==> src/rtl/md_stall_ctrl.sv <==
// HI/LO mult/div busy tracker and F/D stall/bubble generator for the 5-stage pipeline.
// Optional stall statistics counters are enabled by defining MD_STALL_STAT_EN.
module md_stall_ctrl #(
  parameter int unsigned MULT_CYCLES = 5,
  parameter int unsigned DIV_CYCLES  = 10,
  parameter int unsigned CNT_W       = 4
) (
  input  logic             clk,
  input  logic             reset,
  input  logic             E_md_start,
  input  logic             E_md_is_div,
  input  logic             D_md_use,
  input  logic             hzd_stall,
  output logic             stall,
  output logic             F_en,
  output logic             D_en,
  output logic             E_clr,
  output logic             md_busy,
  output logic             md_done,
  output logic [1:0]       md_state,
  output logic [CNT_W-1:0] md_cnt
`ifdef MD_STALL_STAT_EN
  ,
  output logic [31:0]      stall_cycles,
  output logic [31:0]      md_stall_cycles
`endif
);

  typedef enum logic [1:0] {
    IDLE      = 2'b00,
    MULT_BUSY = 2'b01,
    DIV_BUSY  = 2'b10
  } state_t;

  state_t           r_state;
  state_t           w_state_nxt;
  logic [CNT_W-1:0] r_cnt;
  logic [CNT_W-1:0] w_cnt_nxt;
  logic             w_md_stall;

  // A new start reloads even while busy and wins over the last-cycle exit.
  always_comb begin
    w_state_nxt = r_state;
    w_cnt_nxt   = r_cnt;
    if (E_md_start) begin
      if (E_md_is_div) begin
        w_state_nxt = DIV_BUSY;
        w_cnt_nxt   = CNT_W'(DIV_CYCLES);
      end else begin
        w_state_nxt = MULT_BUSY;
        w_cnt_nxt   = CNT_W'(MULT_CYCLES);
      end
    end else if (r_state != IDLE) begin
      if (r_cnt <= CNT_W'(1)) begin
        w_state_nxt = IDLE;
        w_cnt_nxt   = '0;
      end else begin
        w_cnt_nxt   = r_cnt - CNT_W'(1);
      end
    end
  end

  always_ff @(posedge clk) begin
    if (!reset) begin
      r_state <= IDLE;
      r_cnt   <= '0;
    end else begin
      r_state <= w_state_nxt;
      r_cnt   <= w_cnt_nxt;
    end
  end

  assign md_busy  = (r_state != IDLE);
  assign md_done  = md_busy && (r_cnt == CNT_W'(1));
  assign md_state = r_state;
  assign md_cnt   = r_cnt;

  // The start cycle itself counts as busy so a dependent instr right behind it is held.
  assign w_md_stall = reset & D_md_use & (md_busy | E_md_start);
  assign stall      = reset & (hzd_stall | w_md_stall);
  assign F_en       = ~stall;
  assign D_en       = ~stall;
  assign E_clr      = stall;

`ifdef MD_STALL_STAT_EN
  logic [31:0] r_stall_cycles;
  logic [31:0] r_md_stall_cycles;

  always_ff @(posedge clk) begin
    if (!reset) begin
      r_stall_cycles    <= '0;
      r_md_stall_cycles <= '0;
    end else begin
      if (stall)      r_stall_cycles    <= r_stall_cycles + 32'd1;
      if (w_md_stall) r_md_stall_cycles <= r_md_stall_cycles + 32'd1;
    end
  end

  assign stall_cycles    = r_stall_cycles;
  assign md_stall_cycles = r_md_stall_cycles;
`endif

endmodule

==> config.mk <==
export PLATFORM = sky130hd
export DESIGN_NAME = md_stall_ctrl
export DESIGN_NICKNAME = d
export VERILOG_FILES = /design/src/rtl/md_stall_ctrl.sv
export SDC_FILE = /design/constraint.sdc
export NUM_CORES = 1
export LEC_CHECK = 0
export ABC_AREA = 1
export BUFFER_PORTS_ARGS = -buffer_cell sky130_fd_sc_hd__buf_2
export CAP_MARGIN = 20
export CELL_PAD_IN_SITES_DETAIL_PLACEMENT = 1
export CELL_PAD_IN_SITES_GLOBAL_PLACEMENT = 1
export CORE_ASPECT_RATIO = 0.9
export CORE_UTILIZATION = 26
export CTS_CLUSTER_DIAMETER = 50
export DETAILED_ROUTE_END_ITERATION = 7
export GPL_TIMING_DRIVEN = 0
export PLACE_DENSITY_LB_ADDON = 0.1
export SYNTH_ARGS = -nofsm -noshare
export SYNTH_HDL_FRONTEND = slang
export SYNTH_SLANG_ARGS = --single-unit
==> constraint.sdc <==
create_clock -name clk -period 1.1 [get_ports clk]
set_input_delay 0 -clock clk [delete_from_list [all_inputs] [get_ports clk]]
set_output_delay 0 -clock clk [all_outputs]
set_load 0.03 [all_outputs]
# --- Yosys cells after proc, flatten, opt, wreduce, memory -nomap -nowiden ---
# Index checks and enable logic that the tools add are counted.
op_classes:
  muxes: 8
  div_mod_pow: 0
  n_mul: 0
  shifts: 0
  addsub: 1
  magnitude_cmp: 1
  n_reduce_logical: 5
  bitwise_logic: 6
  n_eq_ne: 1
op_table:
  columns: ["cell", "count"]
  rows:
  - ["4-bit 2-to-1 mux", 4]
  - ["2-bit 2-to-1 mux", 4]
  - ["2-bit nonzero test", 3]
  - ["4-bit by 1-bit equality test with 1-bit output (second input constant)", 1]
  - ["4-bit by 1-bit less-or-equal comparator with 1-bit output (second input constant)", 1]
  - ["4-bit by 1-bit subtractor with 4-bit output (second input constant)", 1]
  - ["1-bit bitwise AND", 3]
  - ["1-bit OR", 2]
  - ["2-bit AND reduction", 1]
  - ["1-bit logical AND", 1]
  - ["1-bit inverter", 1]
word_totals:
  out_inout_bits: 12
  elab_cells: 24
  n_memories: 0
  in_bits: 6
  mem_bits_ro: 0
  latch_bits: 0
  reg_bits: 6
  ram_bits: 0

# --- Logic depth before layout (Yosys ltp) ---
logic_depth:
  word_depth: 6
  depth_mapped: 9
  mapped_depth_nobuf: 9

# --- Worst setup path after synthesis ---
# No wires, ideal clock.
synth_timing:
  path_type: "register to output"
  startpoint: "register r_state[1], in the netlist md_state[1]"
  endpoint: "output port F_en"
  n_path_buf: 1
  path_slack_ns: -0.847
  path_stages_with_launch: 7
  arrival_ns: 1.947
  required_ns: 1.100
  cell_sequence: "dfxtp_1 nor2_4 nand2_2 nand2_1 a21oi_1 inv_1 buf_4"
synth_between:
  elab_chain_len: 6
synth_lines:
  columns: ["element", "line_no", "text"]
  rows:
  - ["start, declared", "35", "state_t r_state;"]
  - ["start signal, assigned", "68", "r_state <= w_state_nxt;"]
  - ["2-bit nonzero test", "73", "assign md_busy = (r_state != IDLE);"]
  - ["1-bit OR", "79", "assign w_md_stall = reset & D_md_use & (md_busy | E_md_start);"]
  - ["1-bit bitwise AND", "79", null]
  - ["1-bit OR", "80", "assign stall = reset & (hzd_stall | w_md_stall);"]
  - ["1-bit bitwise AND", "80", null]
  - ["via E_clr", "17", "output logic E_clr,"]
  - ["1-bit inverter", null, null]
  - ["end, declared", "15", "output logic F_en,"]
# The timed path passes the listed nets, and every way through them passes these cells.

# --- Worst setup path after layout ---
layout_timing:
  startpoint: "register r_state[1], in the netlist md_state[1]"
  endpoint: "output port F_en"
layout_between:
  elab_chain_len: 6
layout_lines:
  columns: ["element", "line_no", "text"]
  rows:
  - ["2-bit nonzero test", "73", null]
  - ["1-bit OR", "79", null]
  - ["1-bit bitwise AND", "79", null]
  - ["1-bit OR", "80", null]
  - ["1-bit bitwise AND", "80", null]
  - ["1-bit inverter", "81", "assign F_en = ~stall;"]
# Every way passes these cells.

==> flow_summary.toml <==
[place]
placement.io_buffers = 17
total_half_perimeter_wirelength_after_legalization_and_detailed_placement_um = 873
place_inst = 91
gpl.final_weighted_congestion = 0.730

[critical_path]
critical_path_top_delay_cell = "dfxtp_4"
cp_data_required_time_ns = 1.10
cell_by_cell_listing_of_the_critical_path = "nor2_4 > nand2_4 > nand2_4 > a21oi_4 > inv_4 > buf_6 > buf_6"
timing_worst_setup_path_type = "reg2out"
rr_endpoint = "md_cnt[3]$_SDFFE_PN0P_"
worst_r2r_path_depth = 9
reg2reg_slack_ns = -0.07
worst-endpoint-arrival_ns = 1.22
endpoint_kind = "output pin"
crit_family = "flip-flops"
timing.critical_path.slowest_cell_delay_ns = 0.36
rr_startpoint = "md_cnt[0]$_SDFFE_PN0P_"
cp-start-kind = "register"
timing.critical_path.buf_inv = 3
critical_path.max_fanout = 3

[clock_tree]
htree_levels = 1
worst_skew_pair.late_latency_ns = 0.25
cts_inserted_buffers = 3
worst_setup_hold_path_clk_slew_ns = 0.05
clkSinkCount = 6
cts_tree = "built"
cts_root_buffer = "clkbuf_4"
cts_hold_buffers_added = 0
ctsLongestPathBuffers = 2

[outcome]
status = "finished, violations left"
failed_checks = "design-rule violations, negative setup slack"

[finish]
mostFrequentLayoutCell = "buf_2"
antenna_cells = 0
final_net_count = 98
area.growth.synth_to_final_pct = 79.8
mostFrequentLayoutCells = "14 x buf_2, 9 x buf_4"
fillers = 184
layoutNonFillerInstCount = 103
finish.utilization_pct = 50.0
share_of_cells_above_drive_strength_1_pct = 70.5

[power]
p_seq_share_pct = 31.0
total_switching_power_mw = 0.321
ir_drop_worst_case_vdd_mv = 0.642
cellPowerDensity_nw_per_um2 = 1130
power_frac_comb_pct = 42.7
switching_share_pct = 39.1
internal-power_mw = 0.499
share_clk_of_total_power_pct = 26.3
power_leakage_nw = 0.356
design_power_total_mw = 0.820

[global_routing]
sum_of_overflow_across_all_layers_after_global_routing = 0
grt_start_max_net_pins = 9
grt_pass1_vias = 446
gr-usage-all-layers_pct = 17.2
grt_first_pass_wirelength_um = 1950
antenna_found_initial = 0

[die]
coreArea_um2 = 1450
floorplan.die.height_um = 39.3
pin_count = 18
dieArea_um2 = 1710
initial_utilization_pct = 27.8
core.rowCount = 13
die_width_um = 43.5

[sta]
report.final.slew_viol_count = 0
maxSlewHeadroom_pct = 80.0
hold_viol_final = 0
setup_ws_ns = -0.119
highest_clock_frequency_the_design_can_meet_mhz = 821
final.setup_skew_ns = 0.00477
layout_worst_path_cycle_share_pct = 111
finalSetupViolations = 11
grt_setup_unrepaired = "yes"
time_the_final_worst_path_needs_with_i_o_delays_and_setup_ns = 1.22
worstMarginPinSlew_ns = 0.299

[worst_hold_path]
hold_depth = 3
worst_hold_startpoint = "E_md_is_div"
hold_path.class = "in2reg"
whs_endpoint = "md_state[1]$_SDFFE_PN0P_"

[routing]
detailedRoute.firstIterationViolations = 9
drc = 4
avgViaCountPerCell = 4.84
detailed_route_wire_length_um = 1390
drt_pre_antenna_iters = 5
dr_total_vias = 499
postRouteAntennaNets = 0
avgRoutedWirePerCell_um = 13.5

[synth]
synthesis.nets = 67
yosysWarnings = 0
ys_seq_area_share_pct = 29.8
postSynthAreaPerCell_um2 = 6.83
synth.cell_area_um2 = 403
ys_ff_latch = 6
syn_inst = 59
ys_types = 20

[run]
max_cap_viols = 0
metrics by stage:
| step | instance area [um2] | hold slack, ns | worst slack (ns) | TNS, ns |
|---|---|---|---|---|
| finish | 724 | 0.111 | -0.119 | -0.718 |
| global route | 724 | 0.109 | -0.176 | -1.44 |
| CTS | 696 | 0.0914 | -0.123 | -0.650 |
| detailed placement | 579 | 0.343 | -0.0911 | -0.201 |
| global placement | 579 | 0.345 | -0.0507 | -0.117 |
| floorplan | 475 | 0.141 | -0.145 | -0.326 |
Yosys cell counts:
master   number  share of area, %
buf_4         2               3.7
nor2_4        1               2.8
nand2_1       7               6.5
a21oi_2       1               2.2
inv_2         4               3.7
or2_1         1               1.6
nand2_2       2               3.1
dfxtp_1       6                30
nand3_2       1               2.5
a21oi_1       4               5.0
nand4_1       2               3.1
o21ai_2       1               2.2
inv_1         9               8.4
o21ai_1       2               2.5
nor2_2        1               1.6
nor4_1        1               1.6
nand3_1       4               5.0
ha_1          2               6.2
xor2_1        1               2.2
nor2_1        7               6.5
how the worst max path moves through the flow:
stage,from,to,cells past startpoint
final,md_state[1]$_SDFFE_PN0P_,F_en,7
after global routing,md_state[1]$_SDFFE_PN0P_,F_en,7
after CTS,md_state[0]$_SDFFE_PN0P_,F_en,7
after detailed placement,md_cnt[0]$_SDFFE_PN0P_,md_cnt[3]$_SDFFE_PN0P_,9
after global placement,md_cnt[0]$_SDFFE_PN0P_,md_cnt[0]$_SDFFE_PN0P_,9
after floorplan,md_state[1]$_SDFFE_PN0P_,F_en,6
state kept, by name, indices dropped and copies added (netlist names):
register  cells
md_state      2
md_cnt        4
routing by layer:
metal	global-route usage, %	up-vias	part of all wire, %
li1	-	244	-
met1	17.7	236	43
met2	31.4	17	50
met3	8.29	2	5.9
met4	4.69	0	0.72
met5	0	-	0
timing repair:
action                                  in CTS  in global routing
endpoints found under the setup margin       9                 12
endpoints found under the hold margin        0                  0
resized for setup                           10                  6
buffers inserted                             8                  2
pin swaps                                    7                  5
power groups by stage:
stage                     sequential [mW]  clock, mW  combinational, mW
after floorplan                     0.287          0              0.167
after global placement              0.260          0              0.256
after detailed placement            0.260          0              0.261
after CTS                           0.254      0.221              0.318
after global routing                0.256      0.239              0.374
final                               0.254      0.216              0.350
cell families (layout without fill, tap and decap cells):
| family | Yosys count | after routing | synth area share, % |
|---|---|---|---|
| XOR/XNOR | 1 | 1 | 2.17 |
| buffers and inverters | 15 | 44 | 15.8 |
| AND/OR/NAND/NOR | 27 | 27 | 34.2 |
| adder cells (fa/ha/maj) | 2 | 2 | 6.21 |
| AO/OA/AOI/OAI | 8 | 8 | 11.8 |
| flip-flops | 6 | 6 | 29.8 |
tightest hold or removal path, stage by stage:
cell     delay (ns)
buf_2          0.10
nand2_1        0.13
a21oi_1        0.08
final cells by class:
class	count	area (um2)	share of cell area [%]
flip-flops and latches	6	136	18.8
multi-input cells	38	294	40.6
plain buffers	2	22.5	3.11
repair buffers	26	171	23.7
inverters	13	58.8	8.12
clock buffers	3	22.5	3.11
well taps	15	18.8	2.59
No activity file was read; power rests on OpenSTA's default activity.
